==> config.mk <==
export PLATFORM = sky130hd
export DESIGN_NAME = uart_rx_fifo_flat
export DESIGN_NICKNAME = d
export VERILOG_FILES = /design/src/rtl/uart_pkg.sv /design/src/rtl/uart_rx_fifo_if.sv /design/src/rtl/uart_rx_fifo_sync_fifo.sv /design/src/rtl/uart_rx_fifo.sv /design/src/flat_wrapper.sv
export SDC_FILE = /design/constraint.sdc
export NUM_CORES = 1
export LEC_CHECK = 0
export ABC_CLOCK_PERIOD_IN_PS = 3730
export BUFFER_PORTS_ARGS = -buffer_cell sky130_fd_sc_hd__buf_2
export CAP_MARGIN = 20
export CORE_ASPECT_RATIO = 0.9
export CORE_MARGIN = 1
export CORE_UTILIZATION = 44
export DETAILED_ROUTE_END_ITERATION = 12
export PLACE_DENSITY = 0.72
export SYNTH_ARGS = -nofsm -noshare
export SYNTH_HDL_FRONTEND = slang
export SYNTH_SLANG_ARGS = --single-unit
==> constraint.sdc <==
create_clock -name clk -period 3.73 [get_ports clk]
set_input_delay 0.9325 -clock clk [delete_from_list [all_inputs] [get_ports clk]]
set_output_delay 0.9325 -clock clk [all_outputs]
set_load 0.01 [all_outputs]
==> src/rtl/uart_pkg.sv <==
// Shared UART definitions. The receiver, the transmitter and the rx buffer all use them.
package uart_pkg;
  localparam int UART_DATA_W = 8;
endpackage

==> src/rtl/uart_rx_fifo_if.sv <==
// Receive-buffer signal bundle: receiver byte-done input, FWFT read port and status.
interface uart_rx_fifo_if
  import uart_pkg::*;
#(
  parameter int DEPTH = 16,
  localparam int PTR_W = $clog2(DEPTH)
);
  logic                   byteReady;
  logic [UART_DATA_W-1:0] dataIn;
  logic [UART_DATA_W-1:0] rdData;
  logic                   rdValid;
  logic                   rdReady;
  logic [PTR_W:0]         count;
  logic                   full;
  logic                   overflow;
  logic                   clearOverflow;

  modport slave (
    input  byteReady, dataIn, rdReady, clearOverflow,
    output rdData, rdValid, count, full, overflow
  );

  modport master (
    output byteReady, dataIn, rdReady, clearOverflow,
    input  rdData, rdValid, count, full, overflow
  );
endinterface

==> src/rtl/uart_rx_fifo_sync_fifo.sv <==
// Generic single-clock FIFO. The head is read combinationally, and a push is accepted
// while full when a pop happens in the same cycle.
module sync_fifo #(
  parameter int WIDTH = 8,
  parameter int DEPTH = 16,
  localparam int PTR_W = $clog2(DEPTH)
) (
  input  logic             clk,
  input  logic             rst,
  input  logic             push,
  input  logic [WIDTH-1:0] pushData,
  input  logic             pop,
  output logic [WIDTH-1:0] popData,
  output logic [PTR_W:0]   count,
  output logic             full,
  output logic             empty
);
  logic [WIDTH-1:0] ram [DEPTH];
  logic [PTR_W-1:0] wr_ptr_q, wr_ptr_d, rd_ptr_q, rd_ptr_d;
  logic [PTR_W:0]   count_q, count_d;
  logic             do_push, do_pop;

  assign empty   = (count_q == '0);
  assign full    = (count_q == (PTR_W+1)'(DEPTH));
  assign count   = count_q;
  assign popData = ram[rd_ptr_q];

  always_comb begin
    do_pop   = pop & ~empty;
    do_push  = push & (~full | do_pop);
    wr_ptr_d = wr_ptr_q;
    rd_ptr_d = rd_ptr_q;
    count_d  = count_q;
    if (do_push) wr_ptr_d = wr_ptr_q + 1'b1;
    if (do_pop)  rd_ptr_d = rd_ptr_q + 1'b1;
    case ({do_push, do_pop})
      2'b10:   count_d = count_q + 1'b1;
      2'b01:   count_d = count_q - 1'b1;
      default: count_d = count_q;
    endcase
  end

  always_ff @(posedge clk) begin
    if (rst) begin
      wr_ptr_q <= '0;
      rd_ptr_q <= '0;
      count_q  <= '0;
    end else begin
      wr_ptr_q <= wr_ptr_d;
      rd_ptr_q <= rd_ptr_d;
      count_q  <= count_d;
    end
  end

  // Storage is never cleared. A reset only rewinds the pointers and the count.
  always_ff @(posedge clk) begin
    if (do_push) ram[wr_ptr_q] <= pushData;
  end
endmodule

==> src/rtl/uart_rx_fifo.sv <==
// UART receive buffer. It turns the receiver's byte-done level into one push per byte
// and reports bytes dropped while full through a sticky flag.
module uart_rx_fifo
  import uart_pkg::*;
#(
  parameter int DEPTH = 16,
  localparam int PTR_W = $clog2(DEPTH)
) (
  input  logic           clk,
  input  logic           rst,
  uart_rx_fifo_if.slave  bus
);
  logic                   prev_ready_q, prev_ready_d;
  logic                   overflow_q, overflow_d;
  logic                   push_stb, pop_req, drop;
  logic                   fifo_full, fifo_empty;
  logic [PTR_W:0]         fifo_count;
  logic [UART_DATA_W-1:0] fifo_head;

  sync_fifo #(.WIDTH(UART_DATA_W), .DEPTH(DEPTH)) u_fifo (
    .clk      (clk),
    .rst      (rst),
    .push     (push_stb),
    .pushData (bus.dataIn),
    .pop      (pop_req),
    .popData  (fifo_head),
    .count    (fifo_count),
    .full     (fifo_full),
    .empty    (fifo_empty)
  );

  // prev_ready resets high so that a byteReady level still high after reset does not push.
  always_comb begin
    prev_ready_d = bus.byteReady;
    push_stb     = bus.byteReady & ~prev_ready_q;
    pop_req      = bus.rdReady & ~fifo_empty;
    drop         = push_stb & fifo_full & ~pop_req;
    overflow_d   = overflow_q;
    if (bus.clearOverflow) overflow_d = 1'b0;
    if (drop)              overflow_d = 1'b1;
  end

  always_ff @(posedge clk) begin
    if (rst) begin
      prev_ready_q <= 1'b1;
      overflow_q   <= 1'b0;
    end else begin
      prev_ready_q <= prev_ready_d;
      overflow_q   <= overflow_d;
    end
  end

  assign bus.rdData   = fifo_head;
  assign bus.rdValid  = ~fifo_empty;
  assign bus.count    = fifo_count;
  assign bus.full     = fifo_full;
  assign bus.overflow = overflow_q;
endmodule
==> src/flat_wrapper.sv <==
// flat-port wrapper written by rule: the top's interface ports become plain ports
module uart_rx_fifo_flat import uart_pkg::*;
#(
  parameter int DEPTH = 16,
  localparam int PTR_W = $clog2(DEPTH)
)
  (clk, rst, bus_byteReady, bus_dataIn, bus_rdReady, bus_clearOverflow, bus_rdData, bus_rdValid, bus_count, bus_full, bus_overflow);
  uart_rx_fifo_if #(.DEPTH(DEPTH)) bus_i ();
  input  logic clk;
  input  logic rst;
  input wire logic [$bits(bus_i.byteReady)-1:0] bus_byteReady;
  input wire logic [$bits(bus_i.dataIn)-1:0] bus_dataIn;
  input wire logic [$bits(bus_i.rdReady)-1:0] bus_rdReady;
  input wire logic [$bits(bus_i.clearOverflow)-1:0] bus_clearOverflow;
  output wire logic [$bits(bus_i.rdData)-1:0] bus_rdData;
  output wire logic [$bits(bus_i.rdValid)-1:0] bus_rdValid;
  output wire logic [$bits(bus_i.count)-1:0] bus_count;
  output wire logic [$bits(bus_i.full)-1:0] bus_full;
  output wire logic [$bits(bus_i.overflow)-1:0] bus_overflow;
  assign bus_i.byteReady = bus_byteReady;
  assign bus_i.dataIn = bus_dataIn;
  assign bus_i.rdReady = bus_rdReady;
  assign bus_i.clearOverflow = bus_clearOverflow;
  assign bus_rdData = bus_i.rdData;
  assign bus_rdValid = bus_i.rdValid;
  assign bus_count = bus_i.count;
  assign bus_full = bus_i.full;
  assign bus_overflow = bus_i.overflow;
  uart_rx_fifo #(.DEPTH(DEPTH)) u_core (.clk(clk), .rst(rst), .bus(bus_i));
endmodule
# After elaboration in Yosys (flattened, before gate mapping)
# Memory sizes are Yosys's and may differ from the RTL's. A register that Yosys moved wholly into a read port is not among the register bits.
# Index checks and enable logic that the tools add are counted.
op_classes:
  muxes: 7
  add_sub_neg: 4
  eq_ne: 3
  n_reduce_logical: 3
  n_bitwise: 11
ops:
  columns: ["op", "count"]
  rows:
  - ["one-hot mux 5 bit (2 select lines)", 1]
  - ["adder 4 x 1 -> 4 bit (second input constant)", 2]
  - ["two-way mux 4 bit", 2]
  - ["bitwise AND 1 bit", 6]
  - ["adder 5 x 1 -> 5 bit (second input constant)", 1]
  - ["equality test 5 bit (second input constant)", 1]
  - ["logical NOT 5 bit", 1]
  - ["subtractor 5 x 1 -> 5 bit (second input constant)", 1]
  - ["two-way mux 1 bit", 4]
  - ["NOT 1 bit", 4]
  - ["nonzero test 2 bit", 2]
  - ["equality test 2 x 1 -> 1 bit (second input constant)", 1]
  - ["equality test 2 bit (second input constant)", 1]
  - ["bitwise OR 1 bit", 1]
totals:
  regBits: 15
  memories: 1
  ramBits: 128
  word_cells: 34
  inputBits: 13
  out_inout_bits: 16
mem_list:
  columns: ["name", "depth", "width", "read_ports", "rd_ports_with_merged_regs", "write_ports", "line_no", "text"]
  rows:
  - ["u_core.u_fifo.ram", 16, 8, 1, 1, 1, "uart_rx_fifo_sync_fifo.sv:18", "logic [WIDTH-1:0] ram [DEPTH];"]

# Logic depth before layout (Yosys ltp)
logic_depth:
  word_depth: 8
  depth_mapped: 10
  mapped_depth_nobuf: 8

# Cells and area by module
# A second synthesis with hierarchy kept.
hier_totals:
  hier_cells: 342
  area_unflattened_um2: 5957.0
by_module_without_submodules:
  columns: ["mod", "seq_area_each_um2", "cells_per_inst", "instances", "area_each_um2"]
  rows:
  - ["sync_fifo", 4184.0, 333, 1, 5868.1]
  - ["uart_rx_fifo", 40.0, 9, 1, 88.8]

# Least setup slack after synthesis
# OpenSTA, ideal clock, no wires.
synth_timing:
  path_kind: "register to register"
  start: "reg u_core.u_fifo.count_q[1], in the netlist u_core.u_fifo.count[1]"
  end: "reg u_core.u_fifo.count_q[4], in the netlist u_core.u_fifo.count[4]"
  setup_time_ns: 0.123
  t_required_ns: 3.607
  t_arrival_ns: 2.690
  period_less_slack_ns: 2.813
  stages_incl_launch_ff: 11
  slack_ns: 0.917
  n_path_buf: 2
  cell_sequence: "dfxtp_1 -> buf_6 -> or4_4 -> buf_6 -> o211ai_4 -> o21ai_0 -> ha_1 -> o31a_1 -> or3_1 -> o22a_1 -> mux2_1"
synth_between:
  elab_chain_len: 8
  word_cells_on_any_way: 14
  cone_classes: "add/sub (2); eq/ne (3); mux (1); bitwise (6); reduce/logical (2)"
synth_rtl:
  columns: ["item", "line_no", "text"]
  rows:
  - ["start: declaration", "uart_rx_fifo_sync_fifo.sv:20", "logic [PTR_W:0] count_q, count_d;"]
  - ["start signal: assignment", "uart_rx_fifo_sync_fifo.sv:51", "count_q <= count_d;"]
  - ["logical NOT 5 bit", "uart_rx_fifo_sync_fifo.sv:23", "assign empty = (count_q == '0);"]
  - ["NOT 1 bit", "uart_rx_fifo_sync_fifo.sv:29, uart_rx_fifo.sv:36", null]
  - ["bitwise AND 1 bit", "uart_rx_fifo.sv:36", "pop_req = bus.rdReady & ~fifo_empty;"]
  - ["bitwise AND 1 bit", "uart_rx_fifo_sync_fifo.sv:29", "do_pop = pop & ~empty;"]
  - ["bitwise OR 1 bit", "uart_rx_fifo_sync_fifo.sv:30", "do_push = push & (~full | do_pop);"]
  - ["bitwise AND 1 bit", "uart_rx_fifo_sync_fifo.sv:30", null]
  - ["equality test 2 x 1 -> 1 bit / equality test 2 bit (equally long branches)", "uart_rx_fifo_sync_fifo.sv:36", "case ({do_push, do_pop})"]
  - ["one-hot mux 5 bit (2 select lines) / nonzero test 2 bit (equally long branches)", null, null]
# Parallel ways exist; a longest one is shown, timed or not.
# A chain may end at the register's enable or synchronous reset.

==> results.tsv <==
stage	metric	value	unit
finish	synthToLayoutAreaGrowth	15.2	%
yosys	syn-num-nets	326	
timing	finalSetupTns	0	ns
power	power_switching	1110	uW
cts	cts_made_buffers	17	
timing	fin_crit	3.23	ns
cts	cts_root_buffer	clkbuf_16	
power	pwr-share-clk	0.374	
critical_path	crit_chain	buf_12, mux4_2, mux4_2, buf_2	
cts	cts_hold_repair.buffers	0	
critical_path	cp.arrival	2.30	ns
yosys	seq_area_frac_synth	0.717	
hold_path	hold_depth	2	
timing	hold_violations	0	
power	combPwrFrac	0.189	
power	switching_share	0.257	
route	ant_nets	0	
global_routing	grt_antenna_before_repair	0	
critical_path	worst-path-max-fanout	32	
finish	layout-drive-gt1-share	0.314	
placement	numPortBuffers	28	
yosys	async_reset_ff_frac	0	
critical_path	worst_path_max_delay_cell	mux4_2	
cts	htree_levels	4	
yosys	synth_edf_count	128	
route	drc	0	
finish	antenna_cells	0	
timing	slew_headroom	0.396	
critical_path	reg2reg_to	u_core.u_fifo.count[4]$_SDFFE_PP0P_	
timing	worst_slew_pin_slew	0.903	ns
placement	placed_cells	489	
finish	nets	364	
timing	max_freq	0.310	GHz
power	vdd_drop_max	0.323	mV
floorplanning	initial_utilization	0.458	
cts	post_cts_resized	0	
floorplanning	core	12900	sq um
timing	holdWs	0.470	ns
route	first_pass_iters	5	
critical_path	crit_type	reg2out	
cts	clk-insertion-delay-late	0.42	ns
floorplanning	die_w	124	microns
global_routing	grt_use_total	0.184	
cts	post-cts-setup-buffers	0	
yosys	synth_area	5890	sq um
timing	setup_violations	0	
outcome	status	finished clean	
hold_path	hp-start	u_core.bus.overflow$_SDFFE_PP0P_	
critical_path	critPathLaunchType	register	
job	maxCapViolCount	0	
hold_path	whs_endpoint	u_core.bus.overflow$_SDFFE_PP0P_	
power	power.density	637	nW/um^2
floorplanning	die_area	13900	sq um
critical_path	endpoint_kind	output pin	
critical_path	r2r_cells	8	
critical_path	rrSetupSlack	0.87	ns
cts	cts_buffer_depth	2	
floorplanning	fp.dieH	112	microns
finish	final_cells	521	
hold_path	min_path_type	reg2reg	
route	drt_iter0_drc	258	
yosys	yosys.area.top_type_share	0.652	
power	pwr-share-seq	0.438	
timing	layout_worst_path_cycle_share	0.865	
cts	cts_sinks	147	
power	internal-power	3220	uW
power	leakage	0.00219	uW
yosys	ys_dominant_reg_cell	edfxtp_1	
global_routing	grt_first_pass_wirelength	17600	microns
global_routing	grt_max_degree	33	
critical_path	path_buf_inv	2	
placement	place_congestion	0.823	
timing	rsz0062_at_grt	no	
cts	path_clk_slew	0.06	ns
yosys	yosysWarningCount	0	
critical_path	reg2reg_from	u_core.u_fifo.count[0]$_SDFFE_PP0P_	
yosys	synth.area.top_cells	edfxtp_1 65%, mux4_2 15%, dfxtp_1 6.5%, nor2_1 1.6%, ha_1 1.5%	
route	num_vias	2925	
yosys	syn_area_per_cell	19.3	sq um
yosys	syn-instance-count	306	
cts	cts_tree	done	
critical_path	cpMostUsedCell	mux4_2	
route	vias_per_cell	5.61	
critical_path	max_stage_delay	0.60	ns
floorplanning	ioPinCount	29	
global_routing	overflow	0	
yosys	yosysMostFrequentCell	edfxtp_1	
yosys	ys_ff_latch	147	
critical_path	required	2.80	ns
yosys	synth_area_leader_cell	edfxtp_1	
yosys	ys_types	42	
route	avgRoutedWirePerCell	21.8	microns
route	wl	11400	microns
timing	skew	0.00933	ns
global_routing	grt_pass1_vias	2923	
critical_path	critical_path.top_delay_family	multiplexers	
floorplanning	rows	39	
timing	slew_violations	0	
placement	dp_hpwl	7120	microns
yosys	synthTopCellsByCount	128 x edfxtp_1, 40 x mux4_2, 25 x nor2_1, 19 x dfxtp_1	
[stage by stage]
stage	power, uW	instance area, sq um	utilization	setup WS [ns]
2_1_floorplan	2550	5890	-	0.917
3_3_place_gp	2740	6220	0.483	0.767
3_5_place_dp	2750	6220	0.483	0.727
4_1_cts	4360	6790	0.527	0.446
5_1_grt	4510	6790	0.527	0.404
6_report	4330	6790	0.527	0.502
[layout by cell type (no fill, tap or decap), types with 3 or more instances in the layout]
cell,instances
buf_4,5
mux4_2,40
mux2i_1,3
nand2_1,7
clkbuf_16,17
inv_6,3
nor3_1,7
clkinv_1,3
xor2_1,3
dfxtp_1,18
edfxtp_1,128
ha_1,7
o21ai_0,3
nor2_1,25
a21oi_1,3
buf_2,28
nand2b_1,5
inv_1,4
nand3_1,5
[power groups by stage]
stage / Combinational, uW / Clock (uW) / Sequential, uW
2_1_floorplan: 628 / 0 / 1920
3_3_place_gp: 816 / 0 / 1930
3_5_place_dp: 825 / 0 / 1930
4_1_cts: 829 / 1640 / 1890
5_1_grt: 894 / 1720 / 1900
6_report: 817 / 1620 / 1890
[sequential cells by signal (all words and copies together) (netlist names), named ones only]
name and count:
u_core.bus.overflow 1, u_core.prev_ready_q 1, u_core.u_fifo.count 5, u_core.u_fifo.ram 128, u_core.u_fifo.rd_ptr_q 4, u_core.u_fifo.wr_ptr_q 4
[worst min-delay path, cell delays in order, from the launching register on]
cell,delay [ns]
dfxtp_1,0.31
nand2b_1,0.06
a21oi_1,0.05
[routing by layer]
metal  vias to the layer above  track usage  share of wire
met4                         0       0.0873          0.019
met5                         -            0              0
met1                      1500        0.258           0.45
met2                        92        0.266           0.48
li1                       1317            -              -
met3                        16       0.0497          0.058
[worst max-delay path by stage]
stage	to	slack, ns	cells after the start	startpoint
6_report	bus_rdData[4]	0.50	4	register
5_1_grt	bus_rdData[7]	0.40	4	register
4_1_cts	bus_rdData[4]	0.45	4	register
3_5_place_dp	u_core.u_fifo.ram[13][4]$_DFFE_PP_	0.73	5	bus_byteReady
3_3_place_gp	u_core.u_fifo.ram[4][0]$_DFFE_PP_	0.77	5	bus_byteReady
2_1_floorplan	u_core.u_fifo.count[4]$_SDFFE_PP0P_	0.92	10	u_core.u_fifo.count[1]$_SDFFE_PP0P_
[area by class of cell]
| type | count | area, sq um |
|---|---|---|
| Clock buffer | 19 | 433 |
| Clock inverter | 13 | 133 |
| Fill cell | 1017 | 6090 |
| Inverter | 5 | 21.3 |
| Multi-Input combinational cell | 139 | 1570 |
| Sequential cell | 147 | 4230 |
| Tap cell | 164 | 205 |
| Timing Repair Buffer | 34 | 198 |
[logic make-up (layout without fill, tap and decap cells)]
group	count (synthesis)	in the layout	share of synthesized area
AOI/OAI and AO/OA	22	22	0.0308
xor gates and xnor gates	5	5	0.00743
adders and majority gates	7	7	0.0149
buffers and inverters	20	71	0.0163
DFF	147	147	0.717
muxes	46	46	0.164
and+or+nand+nor	59	59	0.0503
No activity file was read; power rests on OpenSTA's default activity.
